===== src/rtl/fp_to_twos.sv =====
// rtl/fp_to_twos.sv - iterative compact-float {S,E,F} to two's-complement decoder
// One left shift per clock while the exponent count drains, then negate on the way out.
module fp_to_twos #(
  parameter int E_W   = 3,
  parameter int F_W   = 4,
  parameter int OUT_W = 12
) (
  input  logic               clk,
  input  logic               rst,
  input  logic               in_valid,
  output logic               in_ready,
  input  logic [E_W+F_W:0]   fp_in,
  output logic               out_valid,
  input  logic               out_ready,
  output logic [OUT_W-1:0]   twos_out
);

  typedef enum logic [1:0] {IDLE, SHIFT, OUT} state_t;

  state_t             r_state, w_state_nxt;
  logic               r_sign, w_sign_nxt;
  logic [E_W-1:0]     r_cnt, w_cnt_nxt;
  logic [OUT_W-1:0]   r_mag, w_mag_nxt;
  logic [OUT_W-1:0]   r_twos, w_twos_nxt;

  always_ff @(posedge clk or posedge rst) begin
    if (rst) begin
      r_state <= IDLE;
      r_sign  <= 1'b0;
      r_cnt   <= '0;
      r_mag   <= '0;
      r_twos  <= '0;
    end else begin
      r_state <= w_state_nxt;
      r_sign  <= w_sign_nxt;
      r_cnt   <= w_cnt_nxt;
      r_mag   <= w_mag_nxt;
      r_twos  <= w_twos_nxt;
    end
  end

  always_comb begin
    w_state_nxt = r_state;
    w_sign_nxt  = r_sign;
    w_cnt_nxt   = r_cnt;
    w_mag_nxt   = r_mag;
    w_twos_nxt  = r_twos;
    case (r_state)
      IDLE: begin
        if (in_valid) begin
          w_sign_nxt  = fp_in[E_W+F_W];
          w_cnt_nxt   = fp_in[F_W +: E_W];
          w_mag_nxt   = {{(OUT_W-F_W){1'b0}}, fp_in[F_W-1:0]};
          w_state_nxt = SHIFT;
        end
      end
      SHIFT: begin
        if (r_cnt != '0) begin
          w_mag_nxt = r_mag << 1;
          w_cnt_nxt = r_cnt - E_W'(1);
        end else begin
          // ~0+1 wraps to 0, so negative zero never produces the sign-only pattern
          w_twos_nxt  = r_sign ? (~r_mag + OUT_W'(1)) : r_mag;
          w_state_nxt = OUT;
        end
      end
      OUT: begin
        if (out_ready) w_state_nxt = IDLE;
      end
      default: w_state_nxt = IDLE;
    endcase
  end

  assign in_ready  = (r_state == IDLE);
  assign out_valid = (r_state == OUT);
  assign twos_out  = r_twos;

endmodule


===== config.mk =====
export PLATFORM = sky130hd
export DESIGN_NAME = fp_to_twos
export DESIGN_NICKNAME = d
export VERILOG_FILES = /design/src/rtl/fp_to_twos.sv
export SDC_FILE = /design/constraint.sdc
export NUM_CORES = 1
export LEC_CHECK = 0
export BUFFER_PORTS_ARGS = -buffer_cell sky130_fd_sc_hd__buf_2
export CAP_MARGIN = 10
export CORE_MARGIN = 5
export CORE_UTILIZATION = 25
export CTS_CLUSTER_DIAMETER = 200
export DETAILED_ROUTE_END_ITERATION = 12
export HOLD_SLACK_MARGIN = 0.08
export SLEW_MARGIN = 10
export SYNTH_ARGS = -nofsm -noshare
export SYNTH_HDL_FRONTEND = slang
export SYNTH_SLANG_ARGS = --single-unit
export TNS_END_PERCENT = 20

===== constraint.sdc =====
create_clock -name clk -period 1.96 [get_ports clk]
set_input_delay 0.196 -clock clk [delete_from_list [all_inputs] [get_ports clk]]
set_output_delay 0.196 -clock clk [all_outputs]
set_load 0.005 [all_outputs]

# After elaboration in Yosys (flattened, before gate mapping)
# Index checks and enable logic that the tools add are counted.
[op_classes]
muxes = 11
bitwise_logic = 2
add_sub_neg = 2
n_eq_ne = 6
n_reduce_logical = 7
[ops]
columns = ["op", "n"]
rows = [
  ["$mux W12", 3],
  ["$pmux W12 S2", 1],
  ["$add A12 B1 Y12 const B", 1],
  ["$not A12 Y12", 1],
  ["$mux W2", 3],
  ["$mux W3", 2],
  ["$ne A2 B2 Y1 const B", 3],
  ["$pmux W2 S3", 1],
  ["$pmux W3 S2", 1],
  ["$reduce_and A3 Y1", 2],
  ["$reduce_and A2 Y1", 2],
  ["$reduce_bool A3 Y1", 1],
  ["$sub A3 B1 Y3 const B", 1],
  ["$eq A2 B1 Y1 const B", 1],
  ["$eq A2 B2 Y1 const B", 1],
  ["$logic_not A2 Y1", 1],
  ["$ne A2 B1 Y1 const B", 1],
  ["$reduce_bool A2 Y1", 1],
  ["$not A1 Y1", 1],
]
[word_totals]
output_inout_bits = 14
wordCells = 33
ff_bits = 30
inputBits = 12

# Logic depth before layout (Yosys ltp)
# Gate-level depths: netlist of the first run.
[logic_depth]
word_depth = 3
ltp_mapped = 8
ltp_nobuf = 7

# Worst setup path before layout of the first run
# Ideal clock, no wire load.
[synth_timing]
kind = "register to register"
from = "reg r_mag[2]"
to = "reg r_twos[11], in the netlist twos_out[11]"
t_arrival_ns = 1.626
synth_period_minus_slack_ns = 1.752
setup_ns = 0.126
required_time_ns = 1.834
path_slack_ns = 0.208
n_path_buf = 1
stages_incl_launch_ff = 6
cell_sequence = "dfrtp_1 -> or4_1 -> buf_2 -> o41ai_4 -> xor2_1 -> o21ai_1"
[synth_via]
elab_chain_len = 3
[synth_lines]
columns = ["item", "line_no", "source"]
rows = [
  ["start: declaration", "23", "logic [OUT_W-1:0] r_mag, w_mag_nxt;"],
  ["start signal: assignment", "37", "r_mag <= w_mag_nxt;"],
  ["$not A12 Y12", "63", "w_twos_nxt = r_sign ? (~r_mag + OUT_W'(1)) : r_mag;"],
  ["$add A12 B1 Y12", "63", ""],
  ["$mux W12", "63", ""],
  ["end signal: assignment", "38", "r_twos <= w_twos_nxt;"],
  ["end: declaration", "24", "logic [OUT_W-1:0] r_twos, w_twos_nxt;"],
]
# No other way between the ends.
# A chain may end at the register's enable or synchronous reset.

# Worst setup path after layout of the first run
[layout_timing]
from = "reg r_mag[2]"
to = "reg r_twos[9], in the netlist twos_out[9]"
# The elaborated chain is that of the path after synthesis.

==> results of run 1 <==
-- layout make-up --
type	instances	area [um2]
clock buffer	7	86.3
clock inverter	1	5.00
fill	614	4030
inverter	8	30.0
multi-input combinational	114	666
sequential	30	751
tap	75	93.8
timing repair buffer	33	188
-- cell families after synthesis --
group / count (synthesis) / synth area share, %
and+or+nand+nor: 58 / 17.6
AOI/OAI and AO/OA: 40 / 16.8
DFF: 30 / 50.7
buffers and inverters: 17 / 4.39
xor gates and xnor gates: 10 / 5.91
muxes: 3 / 2.11
adders and majority gates: 3 / 2.53
-- per-layer routing --
metal / part of all wire (%) / GRT usage [%]
met1: 46 / 9.87
met5: 0 / 0
met4: 2.0 / 4.25
met2: 45 / 14.0
met3: 6.6 / 3.88
-- sequential cells by signal (all words and copies together) (netlist names) --
name / count
r_state: 2
r_sign: 1
twos_out: 12
r_mag: 12
r_cnt: 3
-- stage by stage --
step	instance area, um2	util, %	setup WS [ns]	power (W)
detailed placement	1720	29.4	0.161	0.00244
finish	1820	31.1	0.172	0.00291
global route	1820	31.1	0.0549	0.00319
CTS	1820	31.1	0.158	0.00297
floorplan	1480	-	0.208	0.00203
global placement	1720	29.4	0.202	0.00242
-- repair_timing --
action / 4_1_cts / 5_1_grt
hold buffers: 1 / 0
hold endpoints to repair: 30 / 0
resized for setup: 0 / 0
-- report_power, final --
group          leakage, nW  internal, W  total, W  switching [W]
combinational        0.449     0.000590   0.00133       0.000735
clock               0.0482     0.000283  0.000508       0.000226
sequential           0.385     0.000868   0.00107       0.000204
total                0.882      0.00174   0.00291        0.00117
-- worst min-delay path by stage --
stage,from,slack (ns),cells past startpoint,to
3_5_place_dp,rst,0.29,3,twos_out[3]
4_1_cts,out_ready,0.11,2,r_state[1]
6_report,out_ready,0.12,2,r_state[1]
5_1_grt,out_ready,0.12,2,r_state[1]
2_1_floorplan,rst,0.29,1,r_cnt[0]
3_3_place_gp,rst,0.29,3,twos_out[3]
-- cell usage after synthesis (2+ instances only) --
master,count
xor2_1,9
or4_1,2
nand2_1,37
o21ai_1,3
a31oi_1,2
nor2b_1,2
dfrtp_1,30
nor2_1,6
o21ai_0,26
o31ai_1,4
or3_1,3
mux2i_1,2
ha_1,3
clkbuf_1,7
nand2b_1,3
a21oi_1,2
inv_1,8
nand3_1,2
-- worst max-delay path, cell delays in order (launching register included) --
cell	delay [ns]
dfrtp_1	0.38
or4_1	0.67
o41ai_2	0.35
xor2_1	0.20
o21ai_1	0.07
==> flow_summary.yaml, run 1 <==
floorplan:
  core_mm2: 0.00585
  rows: 28
  die_area_mm2: 0.00757
  die_h_um: 87.0
  die-width_um: 87.0
  start_util_pct: 25.3
  ios: 26
detailed_routing:
  firstDrtPassIters: 4
  vias_per_cell: 4.31
  routed_wirelength_um: 2920
  vias: 1156
  post-route-drc-count: 0
  wire_per_inst_um: 10.9
  drt_iter0_markers: 41
  antenna_left: 0
synthesis:
  syn_inst: 161
  synth_top_area_cell: "dfrtp_1"
  yosys-top-cells-area: "dfrtp_1 51%, nand2_1 9.4%, o21ai_0 8.8%"
  synthDistinctLibCells: 28
  synth_warnings: 0
  ys.flop_type: "dfrtp_1"
  syn_area_per_cell_um2: 9.20
  post-synth-top-area-fraction_pct: 50.7
  synth_edf_count: 0
  syn_area_mm2: 0.00148
  syn_nets: 176
  seq_area_frac_synth_pct: 50.7
  ys_seq_elements: 30
  ys_async_sr_fraction_pct: 100
timing:
  period_share_pct: 91.2
  slew_headroom_pct: 72.1
  fmax_mhz: 559
  tns_ns: 0
  min_period_ns: 1.79
  finalHoldWorstSlack_ns: 0.118
  tightest_slew_ns: 0.418
  finalMaxSlewViolations: 0
  finalHoldViolCount: 0
  finalSetupViolations: 0
  skew_ns: 0.00184
  rsz0062_at_grt: "no"
critical_path:
  worstPathRequired_ns: 2.12
  r2r_end: "twos_out[9]"
  rr_startpoint: "r_mag[2]"
  r2r_cells: 4
  r2r_setup_slack_ns: 0.17
  critical_path.endpoint: "twos_out[9]"
  crit_path_max_fanout: 6
  crit_arrival_ns: 1.95
  crit_path_start_kind: "register"
  crit_type: "register to register"
  crit_path_start: "r_mag[2]"
  cp-end-kind: "register"
placed_design:
  placedCellCount: 259
  port_buffers: 25
  routabilityCongestion: 0.744
  dpl.hpwl_um: 2150
finish:
  instances_no_fill: 268
  mostFrequentLayoutCell: "nand2_1"
  final_cell_mix: "37 x nand2_1, 30 x dfrtp_1, 26 x o21ai_0"
  final_net_count: 207
  diodes: 0
  areaGrowthSynthToFinish_pct: 22.8
  drive_above_1_share_pct: 21.8
clock_tree:
  clk_pin_slew_ns: 0.06
  clk_latency_ns: 0.28
  cts_buffer_depth: 2
  cts_buffers: 5
  htreeDepth: 2
  cts_tree: "built"
  postCtsSetupBuffers: 0
  cts.root.buffer_cell: "clkbuf_8"
  numClockSinks: 30
grt:
  gr-total-overflow: 0
  grt_pass1_wl_um: 5110
  grt_use_total_pct: 8.74
  grt_pass1_vias: 1122
  antenna_found_initial: 0
  grt_max_degree: 31
outcome:
  status: "finished, final reports clean"
pwr:
  p_per_area_mw_per_mm2: 1600
  ir_drop_v: 0.000465
  power_leakage_nw: 0.882
job:
  maxCapViolations: 0
worst_hold_path:
  hold_class: "primary input to register"
(Power assumes the default switching activity.)
==> run 2: changes to the inputs <==
CELL_PAD_IN_SITES_DETAIL_PLACEMENT = 0   (was unset)
CELL_PAD_IN_SITES_GLOBAL_PLACEMENT = 1   (was unset)
PLACE_DENSITY_LB_ADDON = 0.1   (was unset)
SKIP_LAST_GASP = 1   (was unset)
==> run 2 against run 1 <==
  * Non-clock buffer count unchanged
  * Sequential cell count did not move
  * Clock skew about the same
  * Global-route usage increased by 0.80 points
  * First-iteration DRC count is 51% higher
  * Largest cell class unchanged
  * Worst setup slack improved by 0.016 ns
  * Count of clock-buffer cells in the layout unchanged
  * Highest routed layer unchanged
==> flow_summary.yaml, run 2 (synthesized netlist as in run 1, its figures left out) <==
critical_path:
  r2r_cells: 4
  crit_type: "register to register"
  cp_num_buf_inv: 0
  crit_path_start_kind: "register"
  worst_path_max_delay_cell: "or4_1"
  worstPathRequired_ns: 2.12
  crit_arrival_ns: 1.93
  cp-end-kind: "register"
  crit_path_max_fanout: 6
  worst-path-stages: 4
  cp_top_family: "simple AND/OR/NAND/NOR gates"
  r2r_setup_slack_ns: 0.19
  cp_slowest_stage_delay_ns: 0.63
  cp_cell_sequence: "or4_1 -> o41ai_4 -> xor2_1 -> o21ai_1"
detailed_routing:
  routed_wirelength_um: 3220
  vias_per_cell: 4.28
  wire_per_inst_um: 12.0
  antenna_left: 0
  drt_iter0_markers: 62
  firstDrtPassIters: 4
  vias: 1146
  post-route-drc-count: 0
floorplan:
  start_util_pct: 25.3
  die_area_mm2: 0.00757
  rows: 28
  die-width_um: 87.0
  ios: 26
  core_mm2: 0.00585
  die_h_um: 87.0
placed_design:
  post-place-ws_ns: 0.172
  dpl.hpwl_um: 2390
  routabilityCongestion: 0.745
  port_buffers: 25
clock_tree:
  cts_tree: "built"
  cts.root.buffer_cell: "clkbuf_8"
  htreeDepth: 2
  clk_latency_ns: 0.27
  cts_buffer_depth: 2
  cts_buffers: 5
  postCtsSetupBuffers: 0
  clk_pin_slew_ns: 0.06
  numClockSinks: 30
timing:
  fmax_mhz: 564
  period_share_pct: 90.4
  tns_ns: 0
  slew_headroom_pct: 71.9
  skew_ns: 0.00172
  finalHoldViolCount: 0
  layout_setup_ws_ns: 0.188
  rsz0062_at_grt: "no"
  finalMaxSlewViolations: 0
  finalSetupViolations: 0
  tightest_slew_ns: 0.422
  min_period_ns: 1.77
pwr:
  power.share.switching_pct: 40.8
  power_w: 0.00294
  p_int_w: 0.00174
  seqPwrFrac_pct: 36.7
  power.share.clock_pct: 17.3
  p_switching_w: 0.00120
  ir_drop_v: 0.000519
  p_per_area_mw_per_mm2: 1620
  combPwrFrac_pct: 46.0
  power_leakage_nw: 0.882
finish:
  fillCellCount: 625
  final_cell_mix: "37 x nand2_1, 30 x dfrtp_1, 26 x o21ai_0"
  register_area_um2: 751
  final_util_pct: 31.1
  final_net_count: 207
  mostFrequentLayoutCell: "nand2_1"
  drive_above_1_share_pct: 21.8
  diodes: 0
  areaGrowthSynthToFinish_pct: 22.8
  multi_input_area_um2: 666
grt:
  grt_use_total_pct: 9.55
  grt_pass1_wl_um: 5630
  antenna_found_initial: 0
  gr-total-overflow: 0
  grt_pass1_vias: 1152
  grt_max_degree: 31
job:
  maxCapViolations: 0
worst_hold_path:
  hold_class: "primary input to register"
  holdPathStages: 2
outcome:
  status: "finished, final reports clean"
## run 2: cell counts in the layout (fill, tap and decap cells not counted)
Identical to the previous run, type by type.
## run 2: final timing paths
kind / from / endpoint
worst min-delay path: out_ready / r_state[1]
worst max register to register: r_mag[5] / twos_out[11]
max in group asynchronous: rst / r_cnt[0]
worst max-delay path: r_mag[5] / twos_out[11]
min in group asynchronous: rst / twos_out[3]
worst min register to register: twos_out[2] / twos_out[2]
## run 2: per-stage QoR
stage               hold WS [ns]  cell area, um2  instances
global route               0.123            1820        268
detailed placement         0.296            1720        259
CTS                        0.101            1820        268
finish                     0.115            1820        268
global placement           0.292            1720        259
floorplan                  0.287            1480        161
## run 2: worst register-to-register path: cells and delay by family (launching register included)
family          cells  cell delay (ns)
compound gates      2             0.45
simple gates        1             0.63
xor+xnor            1             0.17
flops               1             0.42
## run 2: area by class of cell
cell class                 count  area share [%]
clock inverter                 1           0.275
clock buffer                   7            4.75
tap                           75            5.16
sequential                    30            41.3
timing repair buffer          33            10.3
multi-input combinational    114            36.6
inverter                       8            1.65
## run 2: power by group through the flow
stage          sequential (W)  clock (W)  combinational [W]
2_1_floorplan         0.00106          0           0.000978
6_report              0.00108   0.000509            0.00135
3_5_place_dp          0.00110          0            0.00139
3_3_place_gp          0.00108          0            0.00138
4_1_cts               0.00109   0.000538            0.00139
5_1_grt               0.00113   0.000565            0.00158
## run 2: metal layers
layer / wire (um) / up-vias / global-route usage (%) / share of wire, %
met4: 28 / 0 / 3.40 / 0.87
met5: 0 / - / 0 / 0
met1: 1520 / 525 / 12.6 / 47
met2: 1490 / 20 / 14.2 / 46
li1: - / 599 / - / -
met3: 186 / 2 / 3.60 / 5.8
## run 2: what timing repair did
item / CTS / global route
hold buffers: 1 / 0
endpoints found under the hold margin: 30 / 0
gates resized for setup: 0 / 0
==> run 3: changes to the inputs <==
RECOVER_POWER = 100   (was unset)
==> run 3 against run 2 <==
  * Sequential power hardly changed
  * Cell count unchanged
  * Die area unchanged
  * Count of clock-buffer cells in the layout unchanged
  * Worst hold slack barely moved
  * Global-route usage did not move
  * Largest power group unchanged
==> flow_summary.yaml, run 3 (synthesized netlist as in run 1, its figures left out) <==
outcome:
  status: "finished, final reports clean"
grt:
  grt_pass1_wl_um: 5630
  gr-total-overflow: 0
  grt_max_degree: 31
  grt_use_total_pct: 9.55
  grt_pass1_vias: 1152
  antenna_found_initial: 0
placed_design:
  placed_area_mm2: 0.00172
  port_buffers: 25
  dpl.hpwl_um: 2390
  routabilityCongestion: 0.745
finish:
  register_area_um2: 751
  final_cell_mix: "37 x nand2_1, 30 x dfrtp_1, 28 x o21ai_0"
  multi_input_area_um2: 666
  drive_above_1_share_pct: 15.5
  final_util_pct: 30.7
  final_net_count: 207
  mostFrequentLayoutCell: "nand2_1"
  areaGrowthSynthToFinish_pct: 21.1
  diodes: 0
  final_area_mm2: 0.00179
  fillCellCount: 635
floorplan:
  ios: 26
  die_h_um: 87.0
  core_mm2: 0.00585
  rows: 28
  die_area_mm2: 0.00757
  start_util_pct: 25.3
  die-width_um: 87.0
critical_path:
  cp_slowest_stage_delay_ns: 0.63
  cp_cell_sequence: "or4_1 -> o41ai_4 -> xor2_1 -> o21ai_1"
  crit_type: "register to register"
  cp_num_buf_inv: 0
  worstPathRequired_ns: 2.11
  crit_path_start_kind: "register"
  crit_arrival_ns: 1.93
  worst_path_max_delay_cell: "or4_1"
  cp-end-kind: "register"
  cp_top_family: "simple AND/OR/NAND/NOR gates"
  crit_path_max_fanout: 6
detailed_routing:
  post-route-drc-count: 0
  firstDrtPassIters: 4
  wire_per_inst_um: 12.1
  antenna_left: 0
  drt_iter0_markers: 63
  vias: 1142
  routed_wirelength_um: 3260
  vias_per_cell: 4.26
pwr:
  power_leakage_nw: 0.838
  p_per_area_mw_per_mm2: 1610
  power_w: 0.00289
  ir_drop_v: 0.000511
timing:
  slew_headroom_pct: 49.2
  skew_ns: 0.00179
  tns_ns: 0
  period_share_pct: 90.8
  finalHoldWorstSlack_ns: 0.115
  finalMaxSlewViolations: 0
  finalHoldViolCount: 0
  min_period_ns: 1.78
  rsz0062_at_grt: "no"
  tightest_slew_ns: 0.762
  finalSetupViolations: 0
  fmax_mhz: 562
clock_tree:
  numClockSinks: 30
  postCtsSetupBuffers: 0
  cts_tree: "built"
  clk_latency_ns: 0.27
  cts_buffer_depth: 2
  cts.root.buffer_cell: "clkbuf_8"
  htreeDepth: 2
  clk_pin_slew_ns: 0.06
  cts_buffers: 5
worst_hold_path:
  hold_class: "primary input to register"
job:
  maxCapViolations: 0
-- run 3: power breakdown --
| group | total, W | internal (W) | switching [W] |
|---|---|---|---|
| combinational | 0.00130 | 0.000541 | 0.000760 |
| sequential | 0.00108 | 0.000868 | 0.000213 |
| clock | 0.000509 | 0.000283 | 0.000226 |
| total | 0.00289 | 0.00169 | 0.00120 |
-- run 3: per-layer routing --
metal / track usage, % / wire [um] / vias to the layer above
met2: 14.2 / 1480 / 19
met1: 12.6 / 1570 / 522
met5: 0 / 0 / -
met4: 3.40 / 28 / 0
li1: - / - / 599
met3: 3.60 / 178 / 2
-- run 3: worst paths after layout --
path / start / endpoint / slack, ns / cells past startpoint
min in group asynchronous: rst / twos_out[3] / 0.67 / 4
setup / recovery: r_mag[5] / twos_out[11] / 0.18 / 4
setup reg to reg: r_mag[5] / twos_out[11] / 0.18 / 4
hold reg to reg: twos_out[2] / twos_out[2] / 0.48 / 2
hold / removal: out_ready / r_state[1] / 0.11 / 2
max in group asynchronous: rst / r_cnt[0] / 0.81 / 4
-- run 3: repair_timing --
action | 4_1_cts | 5_1_grt
endpoints found under the hold margin | 30 | 0
hold buffers | 1 | 0
resized for setup | 0 | 0
-- run 3: cell type report --
cell class              instances  share of cell area (%)
inverters                       8                    1.67
multi-input cells             114                    37.1
clock inverters                 1                   0.279
clock buffers                   7                    4.81
repair buffers                 33                    9.07
flip-flops and latches         30                    41.8
well taps                      75                    5.23
-- run 3: through the flow --
step                      std cells  setup slack (ns)
after detailed placement        259             0.172
after global placement          259             0.207
final                           268             0.181
after CTS                       268             0.173
after global routing            268            0.0442
after floorplan                 161             0.208
